### config.mk
export PLATFORM = sky130hd
export DESIGN_NAME = pulse_meter
export DESIGN_NICKNAME = d
export VERILOG_FILES = /design/src/rtl/pulse_meter_pkg.sv /design/src/rtl/sync_2ff.sv /design/src/rtl/pulse_meter.sv
export SDC_FILE = /design/constraint.sdc
export NUM_CORES = 1
export LEC_CHECK = 0
export CAP_MARGIN = 20
export CORE_ASPECT_RATIO = 1.1
export CORE_MARGIN = 1
export CORE_UTILIZATION = 30
export DETAILED_ROUTE_END_ITERATION = 12
export MAX_ROUTING_LAYER = met4
export PLACE_DENSITY = 0.45
export SLEW_MARGIN = 25
export SYNTH_ARGS = -nofsm -noshare
export SYNTH_HDL_FRONTEND = slang
export SYNTH_SLANG_ARGS = --single-unit
### constraint.sdc
create_clock -name clk -period 5.55 [get_ports clk]
set_clock_uncertainty 0.15 [all_clocks]
set_input_delay 0.8325 -clock clk [delete_from_list [all_inputs] [get_ports clk]]
set_output_delay 0.8325 -clock clk [all_outputs]
set_load 0.05 [all_outputs]
### src/rtl/pulse_meter_pkg.sv
// Shared types and defaults for the pulse_meter period/width measurement block.
package pulse_meter_pkg;

  localparam int          PM_CNT_W_DEFAULT   = 32;
  localparam int unsigned PM_TIMEOUT_DEFAULT = 100_000_000;

  typedef enum logic [1:0] {
    IDLE = 2'd0,
    HIGH = 2'd1,
    LOW  = 2'd2
  } pm_state_e;

endpackage

### src/rtl/sync_2ff.sv
// Two-flop level synchronizer with asynchronous active-low reset to 0.
module sync_2ff (
  input  logic clk,
  input  logic rst_n,
  input  logic i_d,
  output logic o_q
);

  logic r_meta;
  logic r_sync;

  always_ff @(posedge clk or negedge rst_n) begin
    if (!rst_n) begin
      r_meta <= 1'b0;
      r_sync <= 1'b0;
    end else begin
      r_meta <= i_d;
      r_sync <= r_meta;
    end
  end

  assign o_q = r_sync;

endmodule

### src/rtl/pulse_meter.sv
// Measures period and high width of pulse_in in clk cycles, with loss-of-signal timeout.
// Define PULSE_METER_SYNC_EN to pass pulse_in through a 2-flop synchronizer (one extra cycle latency).
module pulse_meter
  import pulse_meter_pkg::*;
#(
  parameter int          CNT_W   = PM_CNT_W_DEFAULT,
  parameter int unsigned TIMEOUT = PM_TIMEOUT_DEFAULT
) (
  input  logic             clk,
  input  logic             rst_n,
  input  logic             en,
  input  logic             pulse_in,
  output logic [CNT_W-1:0] period_out,
  output logic [CNT_W-1:0] width_out,
  output logic             meas_valid,
  output logic             no_signal
);

  localparam logic [CNT_W-1:0] TIMEOUT_C = CNT_W'(TIMEOUT);

  logic             w_s;
  logic             r_sD;
  logic             w_rise;
  logic             w_fall;
  pm_state_e        r_state;
  pm_state_e        w_stateNext;
  logic [CNT_W-1:0] r_cnt;
  logic [CNT_W-1:0] r_widthCap;
  logic [CNT_W-1:0] r_periodOut;
  logic [CNT_W-1:0] r_widthOut;
  logic             r_measValid;
  logic             r_noSignal;
  logic             w_atTimeout;
  logic             w_capWidth;
  logic             w_measure;
  logic             w_timeout;

`ifdef PULSE_METER_SYNC_EN
  sync_2ff u_sync (
    .clk   (clk),
    .rst_n (rst_n),
    .i_d   (pulse_in),
    .o_q   (w_s)
  );
`else
  logic r_s;

  always_ff @(posedge clk or negedge rst_n) begin
    if (!rst_n) r_s <= 1'b0;
    else        r_s <= pulse_in;
  end

  assign w_s = r_s;
`endif

  always_ff @(posedge clk or negedge rst_n) begin
    if (!rst_n) r_sD <= 1'b0;
    else        r_sD <= w_s;
  end

  assign w_rise      = w_s & ~r_sD;
  assign w_fall      = ~w_s & r_sD;
  assign w_atTimeout = (r_cnt == TIMEOUT_C);

  always_ff @(posedge clk or negedge rst_n) begin
    if (!rst_n) r_state <= IDLE;
    else        r_state <= w_stateNext;
  end

  // A rise coinciding with the timeout count is a real measurement, so timeout yields to it.
  always_comb begin
    w_capWidth = 1'b0;
    w_measure  = 1'b0;
    w_timeout  = 1'b0;
    if (en) begin
      unique case (r_state)
        HIGH: begin
          if (w_atTimeout && !w_rise) w_timeout  = 1'b1;
          else if (w_fall)            w_capWidth = 1'b1;
        end
        LOW: begin
          if (w_rise)           w_measure = 1'b1;
          else if (w_atTimeout) w_timeout = 1'b1;
        end
        default: ;
      endcase
    end
  end

  always_comb begin
    w_stateNext = r_state;
    if (!en) begin
      w_stateNext = IDLE;
    end else begin
      unique case (r_state)
        IDLE:    if (w_rise) w_stateNext = HIGH;
        HIGH: begin
          if (w_timeout)       w_stateNext = IDLE;
          else if (w_capWidth) w_stateNext = LOW;
        end
        LOW: begin
          if (w_timeout)      w_stateNext = IDLE;
          else if (w_measure) w_stateNext = HIGH;
        end
        default: w_stateNext = IDLE;
      endcase
    end
  end

  always_ff @(posedge clk or negedge rst_n) begin
    if (!rst_n) begin
      r_cnt <= '0;
    end else if (!en || w_timeout || (r_state == IDLE && !w_rise)) begin
      r_cnt <= '0;
    end else if (w_rise) begin
      r_cnt <= CNT_W'(1);
    end else begin
      r_cnt <= r_cnt + 1'b1;
    end
  end

  always_ff @(posedge clk or negedge rst_n) begin
    if (!rst_n) begin
      r_widthCap  <= '0;
      r_periodOut <= '0;
      r_widthOut  <= '0;
      r_measValid <= 1'b0;
      r_noSignal  <= 1'b0;
    end else begin
      r_measValid <= w_measure;
      if (w_capWidth) r_widthCap <= r_cnt;
      if (w_measure) begin
        r_periodOut <= r_cnt;
        r_widthOut  <= r_widthCap;
        r_noSignal  <= 1'b0;
      end else if (w_timeout) begin
        r_noSignal  <= 1'b1;
      end
    end
  end

  assign period_out = r_periodOut;
  assign width_out  = r_widthOut;
  assign meas_valid = r_measValid;
  assign no_signal  = r_noSignal;

endmodule

==> reports/results.tsv <==
metric	value	unit
outcome	completed	
GRT Util Overall	0.150	
slew margin rel.	0.361	
first-pass GRT wire length	22000	um
endpoint type of the worst setup path	flop	
leakage	3.33	nW
post-route ant nets	0	
1st-pass router iterations	4	
fmax	356	MHz
Yosys top cell area share	0.591	
final hold vios	0	
DR DRC count	0	
Die W	133	um
ant diodes	0	
hold-fix buffer count after cts	0	
Pint	0.00180	W
largest family of logic cells by synthesized area	simple AND/OR/NAND/NOR gates	
CTS Buffer Depth	2	
largest net degree at the start of global routing	84	
worst slew pin tran	0.956	ns
syn avg cell area	10.1	um2
Pwr Density	312	nW/um2
Setup-failing EPs final	0	
root buf cell	clkbuf_16	
Buf/Inv on CP	1	
Syn Inst Count	562	
Post-synth ARST share	1.00	
register area share after synthesis	0.591	
DR WL/cell	14.8	um
combinational share of power	0.020	
Commonest cells post-synth	nand2_1, dfrtp_1, nor2_1, mux2_2, xnor2_1	
Synth Area in Adders	0.0132	
crit-path cells	clkdlybuf4s50_1, nand3_1, nor2_4, mux2_2	
Starting Density	0.307	
sw frac	0.198	
Final Slew Violations	0	
Setup Buffers After CTS	0	
vias in the first global route	4174	
antenna violations before repair	0	
Worst EP required	5.69	ns
Crit Path Class	primary input to flop	
maximum capacitance violations	0	
R2R Setup Slk	2.79	ns
most common cell in the synthesized netlist	nand2_1	
die height	146	um
number of fill cells	1847	
crit path max fanout	32	
Post-synth top flop	dfrtp_1	
post-synthesis mux area share	0.0635	
Via density	4.60	
Final Critical Period	2.81	ns
Tcrit/Tclk final	0.506	
Worst path max stage delay	0.77	ns
Flop pwr share	0.438	
Yosys cell types	36	
H-Tree Depth	4	
layout cell share with drive strength beyond 1	0.120	
NumNets Final	632	
Worst Hold Class	flop to flop	
CTS tree	yes	
Peak VDD IR	0.000187	V
Rows	52	
Clock Latency Late Sink	0.42	ns
setup total negative slack	0	ns
top routing layer used	met4	
global placement routability congestion	0.892	
Ys Warns	0	
die area	19500	um2
# IOs	70	
DR vias	4035	
Yosys reg bits	134	
met2 routed WL	6460	um
Worst path slowest cell	nor2_4	
crit start category	primary input	
share of total power in the clock network	0.542	
Sink Count	134	
RSZ-0062 raised after global routing	no	
Psw	0.000446	W
syn_nets	572	
crit path DAT	2.95	ns
CTS buffer count	17	
Pwr Total	0.00225	W
area share of and/or/nand/nor cells after synthesis	0.235	
metal3 WL	361	um
Area Growth Syn to Fin	27.1	%
GRT overflow	0	
CTS clk-pin slew, worst paths	0.05	ns
dominant delay contributor by cell family on the critical path	simple AND/OR/NAND/NOR gates	
top cells by area, synth	dfrtp_1, nand2_1, mux2_2, xnor2_1, nor2_1	
Synth area leader	dfrtp_1	
IO Port Bufs	69	
post-synthesis compound-gate area fraction	0.0188	
Post-Route WL	13000	um
Post-CTS Resized	0	
Final HPWL DP	8100	um
CORE AREA	18500	um2
synthesized area	5670	um2
xor and xnor fraction of the mapped netlist area	0.0463	
number of synthesized flops with an enable pin	0	
initial DRC count	163	
WL met1	5970	um
==> path summary, 6_finish.rpt <==
kind	start	endpoint	depth (start not counted)
max	en	r_widthCap[12]$_DFFE_PN0P_	4
min	r_s$_DFF_PN0_	r_sD$_DFF_PN0_	0
max reg2reg	r_cnt[0]$_DFF_PN0_	r_cnt[7]$_DFF_PN0_	7
min reg2reg	r_s$_DFF_PN0_	r_sD$_DFF_PN0_	0
max in group asynchronous	rst_n	r_cnt[13]$_DFF_PN0_	2
min in group asynchronous	rst_n	width_out[7]$_DFFE_PN0P_	1
==> sequential cells by signal, summed over array words and instances, names as in the netlist <==
name / flops
no_signal: 1
r_cnt: 32
r_s: 1
width_out: 32
r_state: 2
meas_valid: 1
r_sD: 1
r_widthCap: 32
period_out: 32
==> final cells by class <==
cell class | count | area (um2) | area share
Clock buffer | 24 | 502 | 0.0696
Clock inverter | 8 | 143 | 0.0198
Multi-Input combinational cell | 385 | 2150 | 0.298
Inverter | 13 | 50.0 | 0.00694
Tap cell | 243 | 304 | 0.0422
Timing Repair Buffer | 71 | 707 | 0.0981
Sequential cell | 134 | 3350 | 0.465
==> cells in the final DEF, fill, tap and decap left out, types with 4 or more instances in the layout <==
| master | instances |
|---|---|
| nand2_1 | 190 |
| dfrtp_1 | 134 |
| clkdlybuf4s50_1 | 68 |
| nor2_1 | 42 |
| mux2_2 | 32 |
| xnor2_1 | 25 |
| nor3_1 | 17 |
| clkbuf_16 | 17 |
| nand3_1 | 14 |
| inv_1 | 12 |
| o21ai_0 | 9 |
| nand4_1 | 7 |
| ha_1 | 6 |
| and4_1 | 5 |
| nor4_1 | 5 |
| xor2_1 | 5 |
| clkbuf_8 | 5 |
| nor4b_2 | 4 |
| clkinv_2 | 4 |
| bufinv_16 | 4 |
==> stage by stage <==
stage | setup WS, ns | hold WS, ns | cells | instance area, um2 | util
CTS | 2.73 | 0.280 | 878 | 7210 | 0.390
floorplan | 3.18 | 0.238 | 562 | 5670 | -
finish | 2.74 | 0.283 | 878 | 7210 | 0.390
global route | 2.49 | 0.293 | 878 | 7210 | 0.390
global placement | 2.35 | 0.270 | 846 | 6560 | 0.355
detailed placement | 2.29 | 0.268 | 846 | 6560 | 0.355
==> power groups by stage <==
stage	sequential [W]	combinational (W)	clock (W)
2_1_floorplan	0.00100	0.0000190	0
3_3_place_gp	0.00100	0.0000461	0
3_5_place_dp	0.00100	0.0000474	0
4_1_cts	0.000984	0.0000475	0.00125
5_1_grt	0.000984	0.0000528	0.00130
6_report	0.000985	0.0000451	0.00122
==> cell families after synthesis <==
kind of cell	Yosys count
AOI/OAI and AO/OA	16
xor gates and xnor gates	30
adders and majority gates	6
buffers and inverters	43
DFF	134
muxes	32
and+or+nand+nor	301
==> routing by layer <==
| metal | GRT usage | vias to the layer above |
|---|---|---|
| li1 | - | 1937 |
| met1 | 0.181 | 2010 |
| met2 | 0.243 | 69 |
| met3 | 0.0340 | 19 |
| met4 | 0.0580 | 0 |
| met5 | - | - |
Note: power is estimated with default switching activity, not from simulation.
